File: src/rtl/cnt_rr_sched.sv
// Round-robin scheduler sharing one counter register between N_REQ requesters.
// Each grant latches the winner's opcode/data, applies it in EXEC and pulses ack.
module cnt_rr_sched #(
    parameter int N_REQ = 3,
    parameter int DW    = 8
) (
    input  logic                  clk1,
    input  logic                  rstn,
    input  logic [N_REQ-1:0]      req,
    input  logic [2*N_REQ-1:0]    op,
    input  logic [DW*N_REQ-1:0]   wdata,
    output logic [N_REQ-1:0]      gnt,
    output logic [N_REQ-1:0]      ack,
    output logic [DW-1:0]         cnt_q,
    output logic                  wrap,
    output logic                  busy,
    output logic                  dbg_state
);

    localparam int IW = (N_REQ > 1) ? $clog2(N_REQ) : 1;

    localparam logic [1:0] OP_INC   = 2'b00;
    localparam logic [1:0] OP_DEC   = 2'b01;
    localparam logic [1:0] OP_LOAD  = 2'b10;
    localparam logic [1:0] OP_CLEAR = 2'b11;

    typedef enum logic {
        IDLE = 1'b0,
        EXEC = 1'b1
    } state_t;

    state_t            state, state_d;
    logic [IW-1:0]     ptr, ptr_d;
    logic [IW-1:0]     win, win_d;
    logic [IW-1:0]     pick;
    logic              found;
    logic [1:0]        op_l, op_d;
    logic [DW-1:0]     wdata_l, wdata_d;
    logic [DW-1:0]     cnt_d;
    logic [N_REQ-1:0]  elig;
    logic [N_REQ-1:0]  gnt_d, ack_d;
    logic              wrap_d;

    // A requester being acked this cycle is masked so a stale level cannot re-win.
    assign elig = req & ~ack;

    always_comb begin
        int            idx;
        logic [IW-1:0] cand;
        found = 1'b0;
        pick  = '0;
        idx   = 0;
        cand  = '0;
        for (int k = 0; k < N_REQ; k++) begin
            idx  = (int'(ptr) + k) % N_REQ;
            cand = IW'(idx);
            if (!found && elig[cand]) begin
                found = 1'b1;
                pick  = cand;
            end
        end
    end

    always_comb begin
        state_d = state;
        ptr_d   = ptr;
        win_d   = win;
        op_d    = op_l;
        wdata_d = wdata_l;
        cnt_d   = cnt_q;
        gnt_d   = gnt;
        ack_d   = '0;
        wrap_d  = 1'b0;
        case (state)
            IDLE: begin
                if (found) begin
                    win_d   = pick;
                    op_d    = op[2*int'(pick) +: 2];
                    wdata_d = wdata[DW*int'(pick) +: DW];
                    gnt_d   = N_REQ'(1) << pick;
                    state_d = EXEC;
                end
            end
            EXEC: begin
                case (op_l)
                    OP_INC: begin
                        cnt_d  = cnt_q + DW'(1);
                        wrap_d = &cnt_q;
                    end
                    OP_DEC: begin
                        cnt_d  = cnt_q - DW'(1);
                        wrap_d = ~|cnt_q;
                    end
                    OP_LOAD:  cnt_d = wdata_l;
                    OP_CLEAR: cnt_d = '0;
                    default:  cnt_d = cnt_q;
                endcase
                gnt_d   = '0;
                ack_d   = N_REQ'(1) << win;
                ptr_d   = (int'(win) == N_REQ - 1) ? '0 : win + IW'(1);
                state_d = IDLE;
            end
            default: state_d = IDLE;
        endcase
    end

    always_ff @(posedge clk1 or negedge rstn) begin
        if (!rstn) begin
            state   <= IDLE;
            ptr     <= '0;
            win     <= '0;
            op_l    <= OP_INC;
            wdata_l <= '0;
            cnt_q   <= '0;
            gnt     <= '0;
            ack     <= '0;
            wrap    <= 1'b0;
        end else begin
            state   <= state_d;
            ptr     <= ptr_d;
            win     <= win_d;
            op_l    <= op_d;
            wdata_l <= wdata_d;
            cnt_q   <= cnt_d;
            gnt     <= gnt_d;
            ack     <= ack_d;
            wrap    <= wrap_d;
        end
    end

    assign busy      = (state == EXEC);
    assign dbg_state = state;

endmodule
File: config.mk
export PLATFORM = sky130hd
export DESIGN_NAME = cnt_rr_sched
export DESIGN_NICKNAME = d
export VERILOG_FILES = /design/src/rtl/cnt_rr_sched.sv
export SDC_FILE = /design/constraint.sdc
export NUM_CORES = 1
export LEC_CHECK = 0
export ABC_AREA = 1
export BUFFER_PORTS_ARGS = -buffer_cell sky130_fd_sc_hd__buf_2
export CAP_MARGIN = 20
export CORE_ASPECT_RATIO = 0.8
export CORE_MARGIN = 1.5
export CORE_UTILIZATION = 45
export CTS_BUF_LIST = sky130_fd_sc_hd__clkbuf_16
export CTS_CLUSTER_DIAMETER = 50
export CTS_CLUSTER_SIZE = 16
export DETAILED_ROUTE_END_ITERATION = 16
export GPL_TIMING_DRIVEN = 0
export PLACE_DENSITY_LB_ADDON = 0.1
export SLEW_MARGIN = 20
export SYNTH_ARGS = -nofsm -noshare
export SYNTH_HDL_FRONTEND = slang
export SYNTH_SLANG_ARGS = --single-unit
File: constraint.sdc
create_clock -name clk1 -period 1.94 [get_ports clk1]
set_input_delay 0.194 -clock clk1 [delete_from_list [all_inputs] [get_ports clk1]]
set_output_delay 0.194 -clock clk1 [all_outputs]
set_load 0.005 [all_outputs]
# Yosys cells after proc, flatten, opt, wreduce, memory -nomap -nowiden
# Index checks and enable logic that the tools add are counted.
dict set report totals {
  ff_bits 30
  input_bits 35
  wordCells 62
}
dict set report op_classes {
  add_sub_neg 5
  div_mod_pow 3
  magnitude_cmp 3
  eq_ne 5
  n_shift 4
  muxes 21
  n_bitwise 3
  reduce_logical 9
}
# op n
set ops {}
lappend ops {{32-bit by 3-bit modulo with 32-bit output, second input constant} 2}
lappend ops {{3-bit by 3-bit modulo with 32-bit output, second input constant} 1}
lappend ops {{8-bit one-hot mux with 4 select lines} 1}
lappend ops {{24-bit by 6-bit indexed part select with 8-bit output} 1}
lappend ops {{2-bit by 3-bit < comparator with 1-bit output, second input constant} 3}
lappend ops {{8-bit by 1-bit adder with 8-bit output, second input constant} 1}
lappend ops {{1-bit two-way mux} 8}
lappend ops {{2-bit two-way mux} 4}
lappend ops {{8-bit AND reduction} 1}
lappend ops {{8-bit OR reduction} 1}
lappend ops {{8-bit by 1-bit subtractor with 8-bit output, second input constant} 1}
lappend ops {{1-bit binary-select mux with 2-bit select} 3}
lappend ops {{2-bit == test, second input constant} 3}
lappend ops {{3-bit two-way mux} 2}
lappend ops {{3-bit one-hot mux with 2 select lines} 1}
lappend ops {{6-bit by 4-bit indexed part select with 2-bit output} 1}
lappend ops {{1-bit by 2-bit left shift with 3-bit output, first input constant} 2}
lappend ops {{1-bit one-hot mux with 2 select lines} 2}
lappend ops {{2-bit by 1-bit adder with 3-bit output, second input constant} 1}
lappend ops {{2-bit by 2-bit adder with 3-bit output, second input constant} 1}
lappend ops {{3-bit AND} 1}
lappend ops {{1-bit zero test} 3}
lappend ops {{3-bit inverter} 1}
lappend ops {{2-bit by 1-bit adder with 2-bit output, second input constant} 1}
lappend ops {{other kinds (6)} 7}

# Logic depth before layout (Yosys ltp)
dict set report depth {
  ltp_word 14
  mapped_depth 15
}

# Worst setup path before layout
# No wires, ideal clock.
dict set report synth_path {
  path_type {reg2reg}
  from {register ptr[0]}
  to {register wdata_l[2]}
  arrival_time_ps 1669
  required_time_ps 1819
  path_slack_ps 150
  stages_incl_launch_ff 10
  n_path_buf 1
  path_cell_list {dfrtp_1 inv_1 ha_1 o21ai_2 nand2_2 nand4_4 nand2_4 buf_6 o211ai_1 nand2_1}
}
dict set report synth_via {
  elab_chain_cells 11
  elab_cells_between_ends 23
}
# item line_no
set synth_rtl {}
lappend synth_rtl {{from (decl)} 33} ;# logic [IW-1:0] ptr, ptr_d;
lappend synth_rtl {{from (signal assigned)} 120} ;# ptr <= ptr_d;
lappend synth_rtl {{branches (longest 11 deep; another with 32-bit by 3-bit modulo with 32-bit output)} -}
lappend synth_rtl {{to (signal assigned)} 123} ;# wdata_l <= wdata_d;
lappend synth_rtl {{to (decl)} 38} ;# logic [DW-1:0] wdata_l, wdata_d;
# Parallel ways; which one is timed is not known. The select of a mux whose other input is x is not followed.
# A chain may end at the register's enable or synchronous reset.

# Final worst setup path
dict set report layout_path {
  from {register ptr[1]}
  to {register wdata_l[0]}
}
# Same word-level chain as after synthesis.

==> Implementation_results.wiki <==
{| class="wikitable"
! Metric !! Value
|-
| Antenna violations before repair || 0
|-
| Area growth from synthesis to final layout || 36.8%
|-
| Post-DR vias/cell || 5.06
|-
| Net count of the finished layout || 410
|-
| Cell depth of the worst flop-to-flop path || 12
|-
| Placed cell areas || 0.00238 mm2
|-
| Library cells used by synthesis || 34
|-
| Switching Fraction || 0.485
|-
| Required arrival time at the worst endpoint || 2.14 ns
|-
| Synth Net Count || 331
|-
| Maximum achievable frequency || 539 MHz
|-
| Detailed-routed wire length on met3 || 338 um
|-
| Power share of the sequential group || 0.208
|-
| Largest buffer count on any clock path || 2
|-
| Number of H-tree levels || 2
|-
| Setup clock skew after layout || 0.00455 ns
|-
| Placeable core region || 0.00428 mm2
|-
| Clock buffers created by TritonCTS || 5
|-
| Area of all placed cells without fillers || 0.00282 mm2
|-
| Final critical path time including I/O delays and setup || 1.86 ns
|-
| Post-Syn Instances || 293
|-
| Wirelength, routed || 5280 um
|-
| Buffer cell driving the clock tree root || clkbuf_16
|-
| TritonCTS clock tree || yes
|-
| Die height || 63.5 um
|-
| Total of warnings raised by yosys || 0
|-
| Reg clk slew, reported paths || 0.05 ns
|-
| Classification of the worst setup path || reg2reg
|-
| Register bit total from synthesis || 30
|-
| # diodes || 0
|-
| RSZ-0062 raised after global routing || true
|-
| Count of buffers from port buffering || 51
|-
| Maximum capacitance violations || 0
|-
| Pin count of the biggest net entering global routing || 31
|-
| Maximum fanout along the worst path || 6
|-
| Starting Density || 0.481
|-
| Combinational group share of total power || 0.671
|-
| Switching power summed over all nets || 0.00286 W
|-
| Residual DRC count || 0
|-
| Full die area || 0.00499 mm2
|-
| Average size of a mapped cell || 7.02 um2
|-
| Type of the most critical hold path || in2reg
|-
| GP Congestion || 0.906
|-
| Largest cells by area after synthesis || dfrtp_1 36%, nand2_1 17%, nand3_1 9.5%
|-
| Area fraction of the dominant cell type after synthesis || 0.365
|-
| Wire length the detailed router placed on met1 || 2540 um
|-
| Vias in the first global route || 1970
|-
| Area of the mapped netlist || 0.00206 mm2
|-
| DP HPWL || 3770 um
|-
| Cell-internal power || 0.00303 W
|-
| Met2 wire length || 2350 um
|-
| Maximum vdd ir drop || 0.00101 V
|-
| Total power per unit cell area || 2090 mW/mm2
|-
| Data arrival time of the critical path || 2.06 ns
|-
| Via count || 2177
|-
| Source-to-sink clock delay at the later pin of the worst-skew pair || 0.27 ns
|-
| Final worst path period share || 0.957
|-
| Setup-violating endpoint count in the final report || 0
|-
| CP Launch Type || flip-flop
|-
| DR pass1 iterations || 4
|-
| Hold Violations, Final || 0
|-
| Global router's overall resource usage || 0.224
|-
| Worst Hold Margin || 0.123 ns
|-
| Status || complete, no violations
|-
| Number of nets still failing antenna checks after routing || 0
|-
| Top-Level Pins || 52
|-
| Die X-Extent || 78.6 um
|-
| Endpoint type of the worst setup path || flip-flop
|-
| Standard-cell row count || 21
|-
| Wire length of the first global-routing pass || 8710 um
|-
| WL/cell || 12.3 um
|-
| Initial detailed-routing violation count || 148
|-
| Yosys top cell by area || dfrtp_1
|-
| Clk network pwr share || 0.121
|-
| Leak pwr || 1.49 nW
|-
| Tightest Pin Transition || 0.652 ns
|-
| Grt ovf || 0
|-
| Sequential share of the synthesized area || 0.365
|-
| Top sig layer || met4
|-
| Share of post-route cells with drive strength above 1 || 0.324
|-
| Sink Count || 30
|-
| Worst hold path stage count || 3
|-
| Slew HR || 0.565
|-
| Max-slew violation count || 0
|}
==> path summary, 6_finish.rpt <==
check / from / to / slack, ns
worst max-delay path: ptr[1]$_DFFE_PN0P_ / wdata_l[0]$_DFFE_PN0P_ / 0.08
worst min-delay path: op[2] / op_l[0]$_DFFE_PN0P_ / 0.12
worst max register to register: ptr[1]$_DFFE_PN0P_ / wdata_l[0]$_DFFE_PN0P_ / 0.08
worst min register to register: win[1]$_DFFE_PN0P_ / ack[0]$_DFF_PN0_ / 0.48
max in group asynchronous: rstn / op_l[1]$_DFFE_PN0P_ / 0.99
min in group asynchronous: rstn / ack[1]$_DFF_PN0_ / 0.49
==> registers in the layout (all words and copies together), names as in the netlist <==
register and cells:
wdata_l 8, cnt_q 8, op_l 2, wrap 1, busy 1, gnt 3
win 2, ptr 2, ack 3
==> cell usage in the layout (no fill, tap or decap), types with 3 or more instances in the layout <==
cell,instances
o21ai_1,8
nand3_1,36
nand3_2,5
dfrtp_1,28
nand4_1,4
nand3b_1,4
nand2_4,5
nor2_1,14
buf_6,5
nand2_2,8
nor2_4,3
clkbuf_16,5
buf_4,17
a21oi_1,11
nand2_1,87
a31oi_1,3
buf_2,51
inv_1,34
inv_2,6
nor3_1,5
==> worst max-delay path, cell delays in order (launching register included) <==
cell and delay (ns):
dfrtp_1 0.40, buf_6 0.13, ha_4 0.31, inv_4 0.06, nand3_2 0.06, nand3_2 0.09
nand2_4 0.10, nand4_1 0.13, nand2_4 0.17, nand2_4 0.10, inv_6 0.11, nand2_1 0.06
nand3_1 0.08
==> power groups by stage <==
stage | clock, W | sequential [W] | combinational (W)
after global routing | 0.000767 | 0.00126 | 0.00443
after CTS | 0.000723 | 0.00122 | 0.00324
after detailed placement | 0 | 0.00123 | 0.00312
after floorplan | 0 | 0.00118 | 0.00239
final | 0.000714 | 0.00122 | 0.00395
after global placement | 0 | 0.00122 | 0.00309
==> stage by stage <==
step / worst slack [ns] / util / TNS, ns / instances / total power (W)
floorplan: 0.150 / - / 0 / 293 / 0.00357
CTS: 0.00427 / 0.602 / 0 / 415 / 0.00518
finish: 0.0833 / 0.657 / 0 / 430 / 0.00589
global placement: -0.0757 / 0.557 / -0.430 / 401 / 0.00431
global route: -0.0411 / 0.657 / -0.327 / 430 / 0.00646
detailed placement: -0.0739 / 0.557 / -0.442 / 401 / 0.00434
==> final cells by class <==
cell class              instances  area (um2)
well taps                      57        71.3
clock buffers                   5         125
plain buffers                   6        48.8
clock inverters                 3        12.5
multi-input cells             216        1210
fillers                       374        1470
inverters                      42         170
repair buffers                 71         428
flip-flops and latches         30         753
==> per-layer routing <==
layer,vias to the layer above,GRT usage
met4,0,0.0692
li1,1113,-
met2,76,0.344
met5,-,0
met1,980,0.312
met3,8,0.0493
==> cells in the mapped netlist <==
library cell / count
nor4_1: 1
ha_1: 3
or2_2: 1
or2_1: 1
o21bai_1: 1
inv_1: 35
xor2_1: 2
nor2_1: 14
nand2_1: 95
nand3_1: 39
nand4_1: 4
nand3b_1: 4
nand2_2: 4
o211ai_1: 2
clkbuf_1: 2
o21ai_2: 1
buf_4: 3
o21ai_1: 8
buf_6: 1
nor3_1: 5
a41oi_1: 1
o22ai_1: 1
o21ai_0: 2
a22oi_1: 2
xor2_2: 2
nor2_4: 2
nand3_2: 2
inv_2: 7
a31oi_4: 1
dfrtp_1: 30
nand2_4: 2
a21oi_1: 11
nand4_4: 1
a31oi_1: 3
==> logic make-up (layout without fill, tap and decap cells) <==
group                      after synthesis  after routing  share of synthesized area
adders and majority gates                3              3                     0.0182
DFF                                     30             30                      0.365
xor gates and xnor gates                 4              4                     0.0243
and+or+nand+nor                        175            176                      0.396
AOI/OAI and AO/OA                       33             33                      0.100
buffers and inverters                   48            127                     0.0967
==> repair_timing <==
action,4_1_cts,5_1_grt
buffers inserted,5,14
hold endpoints to repair,30,0
gates cloned,0,1
pin swaps,2,13
setup endpoints to repair,13,17
gates resized for setup,3,31
hold buffers,1,0
No activity file was read; power rests on OpenSTA's default activity.
